--- src/rtl/pulse_acq_pkg.sv ---
// pulse_acq shared definitions: frame header, FSM states,
// edge-mode encodings and frame length helper.
package pulse_acq_pkg;

  localparam logic [7:0] HDR0 = 8'hEB;
  localparam logic [7:0] HDR1 = 8'h90;
  localparam int HDR_BYTES = 10;

  localparam logic [1:0] EM_RISE = 2'b00;
  localparam logic [1:0] EM_FALL = 2'b01;
  localparam logic [1:0] EM_BOTH = 2'b10;
  localparam logic [1:0] EM_OFF  = 2'b11;

  typedef enum logic [1:0] {
    ST_IDLE,
    ST_CHECK,
    ST_SEND
  } state_t;

  function automatic int frame_len(
    input int num_ch,
    input int cnt_w,
    input bit cksum
  );
    return HDR_BYTES + num_ch * (cnt_w / 8) + (cksum ? 1 : 0);
  endfunction

endpackage

--- src/rtl/pulse_acq_edge_det.sv ---
// pulse_edge_det: 2-flop synchroniser, edge register and
// mode-selected edge strobe for one pulse channel.
module pulse_edge_det
  import pulse_acq_pkg::*;
#(
  parameter logic [1:0] MODE = EM_RISE
) (
  input  logic clk,
  input  logic rst_n,
  input  logic i_pulse,
  output logic o_strobe
);

  // [0] sync1, [1] sync2, [2] previous sync2
  logic [2:0] r_sh;

  always_ff @(posedge clk or negedge rst_n) begin
    if (!rst_n) begin
      r_sh <= '0;
    end else begin
      r_sh <= {r_sh[1:0], i_pulse};
    end
  end

  always_comb begin
    o_strobe = 1'b0;
    unique case (MODE)
      EM_RISE: o_strobe = r_sh[1] & ~r_sh[2];
      EM_FALL: o_strobe = ~r_sh[1] & r_sh[2];
      EM_BOTH: o_strobe = r_sh[1] ^ r_sh[2];
      default: o_strobe = 1'b0;
    endcase
  end

endmodule

--- src/rtl/pulse_acq.sv ---
// pulse_acq: multi-channel pulse counter framing one window per tick
// into the UART TX FIFO; PULSE_ACQ_CKSUM_EN appends a checksum byte.
module pulse_acq
  import pulse_acq_pkg::*;
#(
  parameter logic [15:0]         VERSION    = 16'd0,
  parameter int                  NUM_CH     = 12,
  parameter int                  CNT_W      = 16,
  parameter logic [2*NUM_CH-1:0] EDGE_MODE  = '0,
  parameter int                  FIFO_DEPTH = 4096,
  parameter int                  USEDW_W    = 12
) (
  input  logic               clk,
  input  logic               rst,
  input  logic               ena,
  input  logic [NUM_CH-1:0]  pulse_in,
  input  logic [31:0]        count,
  input  logic               pulse_10ms,
  output logic               tx_fifo_wen,
  output logic [7:0]         tx_fifo_wdata,
  input  logic               tx_fifo_full,
  input  logic [USEDW_W-1:0] tx_fifo_usedw,
  output logic               busy,
  output logic [7:0]         drop_cnt
);

`ifdef PULSE_ACQ_CKSUM_EN
  localparam bit CKS = 1'b1;
`else
  localparam bit CKS = 1'b0;
`endif
  localparam int NB        = CNT_W / 8;
  localparam int NPAY      = HDR_BYTES + NUM_CH * NB;
  localparam int PAY_W     = NPAY * 8;
  localparam int FRAME_LEN = frame_len(NUM_CH, CNT_W, CKS);
  localparam int IDX_W     = $clog2(FRAME_LEN + 1);

  logic [NUM_CH-1:0] w_stb;
  logic [CNT_W-1:0]  r_cnt [NUM_CH];
  logic [PAY_W-1:0]  r_shadow;
  logic [PAY_W-1:0]  w_load;
  logic [7:0]        r_seq;
  logic [7:0]        r_drop;
  logic [7:0]        w_byte;
  logic [IDX_W-1:0]  r_idx;
  logic [31:0]       w_free;
  state_t            r_state;
  state_t            w_next;
  logic              w_space;
  logic              w_last;
  logic              w_snap;
  logic              w_wr;
  logic              w_fail;
  logic              w_done;
  logic              w_late;

  for (genvar g = 0; g < NUM_CH; g++) begin : g_ch
    pulse_edge_det #(
      .MODE(EDGE_MODE[2*g +: 2])
    ) u_edge (
      .clk     (clk),
      .rst_n   (rst),
      .i_pulse (pulse_in[g]),
      .o_strobe(w_stb[g])
    );
  end

  // A strobe coinciding with the window close opens the next window at 1
  always_ff @(posedge clk or negedge rst) begin
    if (!rst) begin
      for (int i = 0; i < NUM_CH; i++) r_cnt[i] <= '0;
    end else begin
      for (int i = 0; i < NUM_CH; i++) begin
        if (!ena) begin
          r_cnt[i] <= '0;
        end else if (w_snap) begin
          r_cnt[i] <= {{(CNT_W-1){1'b0}}, w_stb[i]};
        end else if (w_stb[i] && r_cnt[i] != '1) begin
          r_cnt[i] <= r_cnt[i] + CNT_W'(1);
        end
      end
    end
  end

  always_comb begin
    w_load = '0;
    w_load[PAY_W-1 -: 80] = {HDR0, HDR1, VERSION, r_seq, r_drop, count};
    for (int i = 0; i < NUM_CH; i++) begin
      w_load[(NUM_CH-1-i)*CNT_W +: CNT_W] = r_cnt[i];
    end
  end

  assign w_free  = 32'(FIFO_DEPTH) - 32'(tx_fifo_usedw);
  assign w_space = w_free >= 32'(FRAME_LEN);
  assign w_last  = r_idx == IDX_W'(FRAME_LEN - 1);

`ifdef PULSE_ACQ_CKSUM_EN
  logic [7:0] r_ck;

  assign w_byte = (r_idx < IDX_W'(NPAY)) ? r_shadow[PAY_W-1 -: 8] : r_ck;

  always_ff @(posedge clk or negedge rst) begin
    if (!rst) begin
      r_ck <= '0;
    end else if (w_snap) begin
      r_ck <= '0;
    end else if (w_wr && r_idx >= IDX_W'(2) && r_idx < IDX_W'(NPAY)) begin
      r_ck <= r_ck + w_byte;
    end
  end
`else
  assign w_byte = r_shadow[PAY_W-1 -: 8];
`endif

  // CHECK already writes byte 0 so the first strobe lands two cycles after the tick
  always_comb begin
    w_next = r_state;
    w_snap = 1'b0;
    w_wr   = 1'b0;
    w_fail = 1'b0;
    w_done = 1'b0;
    w_late = 1'b0;
    unique case (r_state)
      ST_IDLE: begin
        if (pulse_10ms) begin
          w_snap = 1'b1;
          w_next = ST_CHECK;
        end
      end
      ST_CHECK: begin
        w_late = pulse_10ms;
        if (w_space) begin
          w_wr   = !tx_fifo_full;
          w_next = ST_SEND;
        end else begin
          w_fail = 1'b1;
          w_next = ST_IDLE;
        end
      end
      ST_SEND: begin
        w_late = pulse_10ms;
        w_wr   = !tx_fifo_full;
        if (w_wr && w_last) begin
          w_done = 1'b1;
          w_next = ST_IDLE;
        end
      end
      default: w_next = ST_IDLE;
    endcase
    if (!ena) begin
      w_next = ST_IDLE;
      w_snap = 1'b0;
      w_wr   = 1'b0;
      w_fail = 1'b0;
      w_done = 1'b0;
      w_late = 1'b0;
    end
  end

  always_ff @(posedge clk or negedge rst) begin
    if (!rst) begin
      r_state       <= ST_IDLE;
      r_shadow      <= '0;
      r_idx         <= '0;
      r_seq         <= '0;
      r_drop        <= '0;
      tx_fifo_wen   <= 1'b0;
      tx_fifo_wdata <= '0;
      busy          <= 1'b0;
    end else begin
      r_state     <= w_next;
      tx_fifo_wen <= w_wr;
      busy        <= w_wr || (w_next == ST_SEND);
      if (w_snap) begin
        r_shadow <= w_load;
        r_idx    <= '0;
      end else if (w_wr) begin
        r_shadow      <= r_shadow << 8;
        r_idx         <= r_idx + IDX_W'(1);
        tx_fifo_wdata <= w_byte;
      end
      if (w_fail || w_done) r_seq <= r_seq + 8'd1;
      r_drop <= r_drop + 8'(w_fail) + 8'(w_late);
    end
  end

  assign drop_cnt = r_drop;

endmodule

--- config.mk ---
export PLATFORM = sky130hd
export DESIGN_NAME = pulse_acq
export DESIGN_NICKNAME = d
export VERILOG_FILES = /design/src/rtl/pulse_acq_pkg.sv /design/src/rtl/pulse_acq_edge_det.sv /design/src/rtl/pulse_acq.sv
export SDC_FILE = /design/constraint.sdc
export NUM_CORES = 1
export LEC_CHECK = 0
export ABC_AREA = 0
export CORE_MARGIN = 1
export CORE_UTILIZATION = 62
export CTS_CLUSTER_DIAMETER = 30
export CTS_CLUSTER_SIZE = 40
export DETAILED_ROUTE_END_ITERATION = 10
export GPL_ROUTABILITY_DRIVEN = 0
export PLACE_DENSITY = 0.9
export SLEW_MARGIN = 20
export SYNTH_ARGS = -nofsm -noshare
export SYNTH_HDL_FRONTEND = slang
export SYNTH_SLANG_ARGS = --single-unit
--- constraint.sdc ---
create_clock -name clk -period 2.9 [get_ports clk]
set_input_delay 0.58 -clock clk [delete_from_list [all_inputs] [get_ports clk]]
set_output_delay 0.58 -clock clk [all_outputs]
set_load 0.01 [all_outputs]
==> flow_summary.html, run 1 <==
<table>
<tr><th>Metric</th><th>Value</th></tr>
<tr><th colspan="2">Run status</th></tr>
<tr><td>Status</td><td>complete, but fails checks</td></tr>
<tr><td>Violations in the final reports</td><td>negative setup slack</td></tr>
<tr><th colspan="2">Clocking</th></tr>
<tr><td>Root Driver</td><td>sky130_fd_sc_hd__clkbuf_16</td></tr>
<tr><td>Maximum root-to-sink buffer count</td><td>3</td></tr>
<tr><td>Maximum level of the CTS H-tree</td><td>3</td></tr>
<tr><td>Clock sink count</td><td>534</td></tr>
<tr><td>Clock Latency Late Sink</td><td>0.64 ns</td></tr>
<tr><td>TritonCTS clock tree</td><td>yes</td></tr>
<tr><td>Clock buffer count from CTS</td><td>102</td></tr>
<tr><td>Worst-path clk slew</td><td>0.05 ns</td></tr>
<tr><th colspan="2">Synthesis</th></tr>
<tr><td>Number of instances in the synthesized netlist</td><td>2639</td></tr>
<tr><td>Post-Syn Nets</td><td>2723</td></tr>
<tr><td>Count of yosys warnings during synthesis</td><td>0</td></tr>
<tr><td>Average cell area after synthesis</td><td>9.21 um2</td></tr>
<tr><td>Synth Register Bits</td><td>534</td></tr>
<tr><td>Asr flop ratio synth</td><td>1.00</td></tr>
<tr><td>Number of enable flip-flop cells after synthesis</td><td>0</td></tr>
<tr><td>Fraction of the yosys area taken by sequential cells</td><td>0.550</td></tr>
<tr><td>Post-synthesis instance area</td><td>0.0243 mm2</td></tr>
<tr><td>Synth Flop Type</td><td>sky130_fd_sc_hd__dfrtp_1</td></tr>
<tr><td>Number of library cell types mapped by synthesis</td><td>62</td></tr>
<tr><th colspan="2">Cells and area</th></tr>
<tr><td>Layout Cell Area excl Fill</td><td>0.0298 mm2</td></tr>
<tr><td>Core utilization of the finished layout</td><td>0.770</td></tr>
<tr><td>Most frequent standard cell in the layout excluding fill and tap cells</td><td>sky130_fd_sc_hd__dfrtp_1</td></tr>
<tr><td>Final std cells w/o fill</td><td>3364</td></tr>
<tr><td>Count of antenna diodes in the layout</td><td>0</td></tr>
<tr><td>Most frequent cells in the layout</td><td>sky130_fd_sc_hd__dfrtp_1 (534), sky130_fd_sc_hd__a21oi_1 (508), sky130_fd_sc_hd__nor2_1 (428), sky130_fd_sc_hd__nand2_1 (388), sky130_fd_sc_hd__xor2_1 (125)</td></tr>
<tr><td>Share of cells above drive strength 1</td><td>0.109</td></tr>
<tr><td>Layout net count</td><td>2845</td></tr>
<tr><td>Area growth from synthesis to layout</td><td>22.4%</td></tr>
<tr><th colspan="2">Place</th></tr>
<tr><td>Half-perimeter wire length after detailed placement</td><td>37000 um</td></tr>
<tr><td>Count of buffers inserted at the top-level ports</td><td>78</td></tr>
<tr><td>DP Cell Count</td><td>3173</td></tr>
<tr><td>Post-DP Area</td><td>0.0259 mm2</td></tr>
<tr><th colspan="2">Worst setup path</th></tr>
<tr><td>Type of the worst setup path</td><td>in2reg</td></tr>
<tr><td>Setup slack of the worst register-to-register path</td><td>0.07 ns</td></tr>
<tr><td>Required @ worst endpoint</td><td>3.37 ns</td></tr>
<tr><td>Startpoint types</td><td>input pin</td></tr>
<tr><td>Endpoint class of the critical path</td><td>register</td></tr>
<tr><td>Number of cells traversed by the worst register-to-register path</td><td>9</td></tr>
<tr><td>Largest fanout of any net on the critical path</td><td>12</td></tr>
<tr><td>Worst path arrival time</td><td>3.65 ns</td></tr>
<tr><th colspan="2">Job</th></tr>
<tr><td>Maxcap violations</td><td>0</td></tr>
<tr><th colspan="2">Worst hold path</th></tr>
<tr><td>Count of cells along the worst hold path</td><td>0</td></tr>
<tr><td>Tightest Hold Check Type</td><td>reg2reg</td></tr>
<tr><th colspan="2">Floorplan</th></tr>
<tr><td>Floorplan die area</td><td>0.0400 mm2</td></tr>
<tr><td>Initial core utilization</td><td>0.629</td></tr>
<tr><td>Top-level port count</td><td>79</td></tr>
<tr><td>Die width</td><td>200 um</td></tr>
<tr><td>Vertical die dimension</td><td>200 um</td></tr>
<tr><td>Core Region</td><td>0.0386 mm2</td></tr>
<tr><td>Standard-cell row count</td><td>72</td></tr>
<tr><th colspan="2">Timing</th></tr>
<tr><td>Maximum operating frequency</td><td>0.315 GHz</td></tr>
<tr><td>Tightest Pin Transition</td><td>0.924 ns</td></tr>
<tr><td>Max Transition Viols Final</td><td>0</td></tr>
<tr><td>Hold Fails Final Rpt</td><td>0</td></tr>
<tr><td>Worst clock skew</td><td>0.0238 ns</td></tr>
<tr><td>Part of the cycle the worst path needs</td><td>1.10</td></tr>
<tr><td>Setup violations, final</td><td>2</td></tr>
<tr><td>Final worst path period need</td><td>3.18 ns</td></tr>
<tr><td>Final WS setup</td><td>-0.276 ns</td></tr>
<tr><td>Slew headroom</td><td>0.378</td></tr>
<tr><th colspan="2">Pwr</th></tr>
<tr><td>Total power draw</td><td>25.1 mW</td></tr>
<tr><td>Standby leakage power</td><td>13.6 nW</td></tr>
<tr><td>Total power divided by cell area</td><td>843 mW/mm2</td></tr>
<tr><td>VDD IR max</td><td>0.594 mV</td></tr>
<tr><th colspan="2">GRT</th></tr>
<tr><td>Global router's overall resource usage</td><td>0.373</td></tr>
<tr><td>Number of antenna violations at the first check in global routing</td><td>0</td></tr>
<tr><td>Via count of the first global-routing pass</td><td>22600</td></tr>
<tr><td>Global-route congestion overflow total</td><td>0</td></tr>
<tr><td>First-pass GRT wire length</td><td>117000 um</td></tr>
<tr><td>Largest net degree at the start of global routing</td><td>114</td></tr>
<tr><th colspan="2">Routing</th></tr>
<tr><td>Average wire per standard cell</td><td>22.5 um</td></tr>
<tr><td>Post-route antenna net violation count</td><td>0</td></tr>
<tr><td>Iter 0 DRT Violations</td><td>3694</td></tr>
<tr><td>Vias</td><td>22800</td></tr>
<tr><td>Total DRC errors in the routed layout</td><td>0</td></tr>
<tr><td>Routed wire length</td><td>75800 um</td></tr>
<tr><td>Avg Vias per Cell</td><td>6.76</td></tr>
<tr><td>Count of TritonRoute iterations in the first routing pass</td><td>7</td></tr>
</table>
power by group:
group | leakage, nW | switching [mW] | internal (mW)
combinational | 4.99 | 1.78 | 1.07
sequential | 6.80 | 0.940 | 8.60
clock | 1.79 | 4.22 | 8.46
final cells by class:
| class | count | area [um2] |
|---|---|---|
| Timing Repair Buffer | 170 | 1810 |
| Clock buffer | 132 | 2940 |
| Sequential cell | 534 | 13400 |
| Inverter | 19 | 78.8 |
| Multi-Input combinational cell | 1934 | 10200 |
| Tap cell | 518 | 648 |
| Fill cell | 1860 | 8890 |
| Clock inverter | 57 | 747 |
synthesized netlist by cell type (6+ instances only):
cell type,instances,area share
sky130_fd_sc_hd__a21oi_1,509,0.10
sky130_fd_sc_hd__a22oi_1,6,0.0019
sky130_fd_sc_hd__a31oi_1,8,0.0021
sky130_fd_sc_hd__and2_1,7,0.0018
sky130_fd_sc_hd__and3_1,28,0.0072
sky130_fd_sc_hd__and4_1,27,0.0097
sky130_fd_sc_hd__buf_1,11,0.0017
sky130_fd_sc_hd__buf_2,32,0.0066
sky130_fd_sc_hd__buf_6,23,0.011
sky130_fd_sc_hd__clkbuf_1,81,0.013
sky130_fd_sc_hd__dfrtp_1,534,0.55
sky130_fd_sc_hd__ha_1,22,0.011
sky130_fd_sc_hd__inv_1,18,0.0028
sky130_fd_sc_hd__mux2_2,10,0.0046
sky130_fd_sc_hd__mux2i_1,12,0.0049
sky130_fd_sc_hd__nand2_1,390,0.060
sky130_fd_sc_hd__nand2b_1,17,0.0044
sky130_fd_sc_hd__nand3_1,89,0.018
sky130_fd_sc_hd__nand4_1,57,0.015
sky130_fd_sc_hd__nor2_1,429,0.066
sky130_fd_sc_hd__nor2b_1,9,0.0023
sky130_fd_sc_hd__nor3_1,27,0.0056
sky130_fd_sc_hd__nor4_1,6,0.0015
sky130_fd_sc_hd__o21ai_0,46,0.0095
sky130_fd_sc_hd__or3_1,21,0.0054
sky130_fd_sc_hd__xnor2_1,39,0.014
sky130_fd_sc_hd__xor2_1,125,0.045
through the flow:
step	hold WS (ns)	setup slack (ns)	setup TNS, ns
4_1_cts	0.345	0.0113	0
2_1_floorplan	0.284	0.0122	0
5_1_grt	0.356	-0.290	-0.606
3_3_place_gp	0.332	-0.588	-70.51
3_5_place_dp	0.335	-0.662	-90.84
6_report	0.344	-0.276	-0.316
sequential cells by signal, summed over array words and instances, names as in the netlist:
register	cells
busy	1
drop_cnt	8
g_ch.u_edge.r_sh	36
r_cnt	192
r_idx	6
r_seq	8
r_shadow	272
r_state	2
tx_fifo_wdata	8
tx_fifo_wen	1
per-layer routing:
metal / vias to the layer above / share of wire / track usage
li1: 9242 / - / -
met1: 10800 / 0.35 / 0.454
met2: 2075 / 0.47 / 0.596
met3: 592 / 0.11 / 0.0899
met4: 0 / 0.071 / 0.245
met5: - / 0 / 0
critical path, stage by stage:
cell                              delay (ns)
sky130_fd_sc_hd__clkdlybuf4s50_1        0.44
sky130_fd_sc_hd__or4_4                  0.52
sky130_fd_sc_hd__nor3_4                 0.24
sky130_fd_sc_hd__a22o_1                 0.16
sky130_fd_sc_hd__nor3b_4                0.23
sky130_fd_sc_hd__buf_4                  0.17
sky130_fd_sc_hd__a21o_4                 0.23
sky130_fd_sc_hd__buf_4                  0.27
sky130_fd_sc_hd__buf_4                  0.24
sky130_fd_sc_hd__nand2_1                0.09
sky130_fd_sc_hd__a21oi_1                0.45
final timing paths:
check | from | endpoint
worst min-delay path | g_ch[5].u_edge.r_sh[0] | g_ch[5].u_edge.r_sh[1]
max in group asynchronous | rst | r_cnt[82]
worst min register to register | g_ch[5].u_edge.r_sh[0] | g_ch[5].u_edge.r_sh[1]
worst max-delay path | tx_fifo_usedw[6] | r_shadow[190]
min in group asynchronous | rst | drop_cnt[3]
worst max register to register | r_state[0] | r_shadow[190]
repair_timing:
action | CTS | global route
gates cloned | 0 | 1
pin swaps | 0 | 9
endpoints found under the setup margin | 3 | 172
hold endpoints to repair | 50 | 0
hold buffers | 1 | 0
setup buffers | 0 | 0
gates resized for setup | 2 | 22
cells by family after synthesis:
kind of cell | Yosys count | share of synthesized area
xor+xnor | 164 | 0.0591
flops | 534 | 0.550
compound gates | 601 | 0.129
buf+inv | 171 | 0.0369
simple gates | 1124 | 0.203
mux | 22 | 0.00958
fa+ha+maj | 23 | 0.0121
Note: power is estimated with default switching activity, not from simulation.
==> run 2, diff against run 1 <==
Settings changed: TNS_END_PERCENT set to 50.
==> results of run 2 <==
Same layout as run 1: the final DEF is identical, and so are final timing and power.
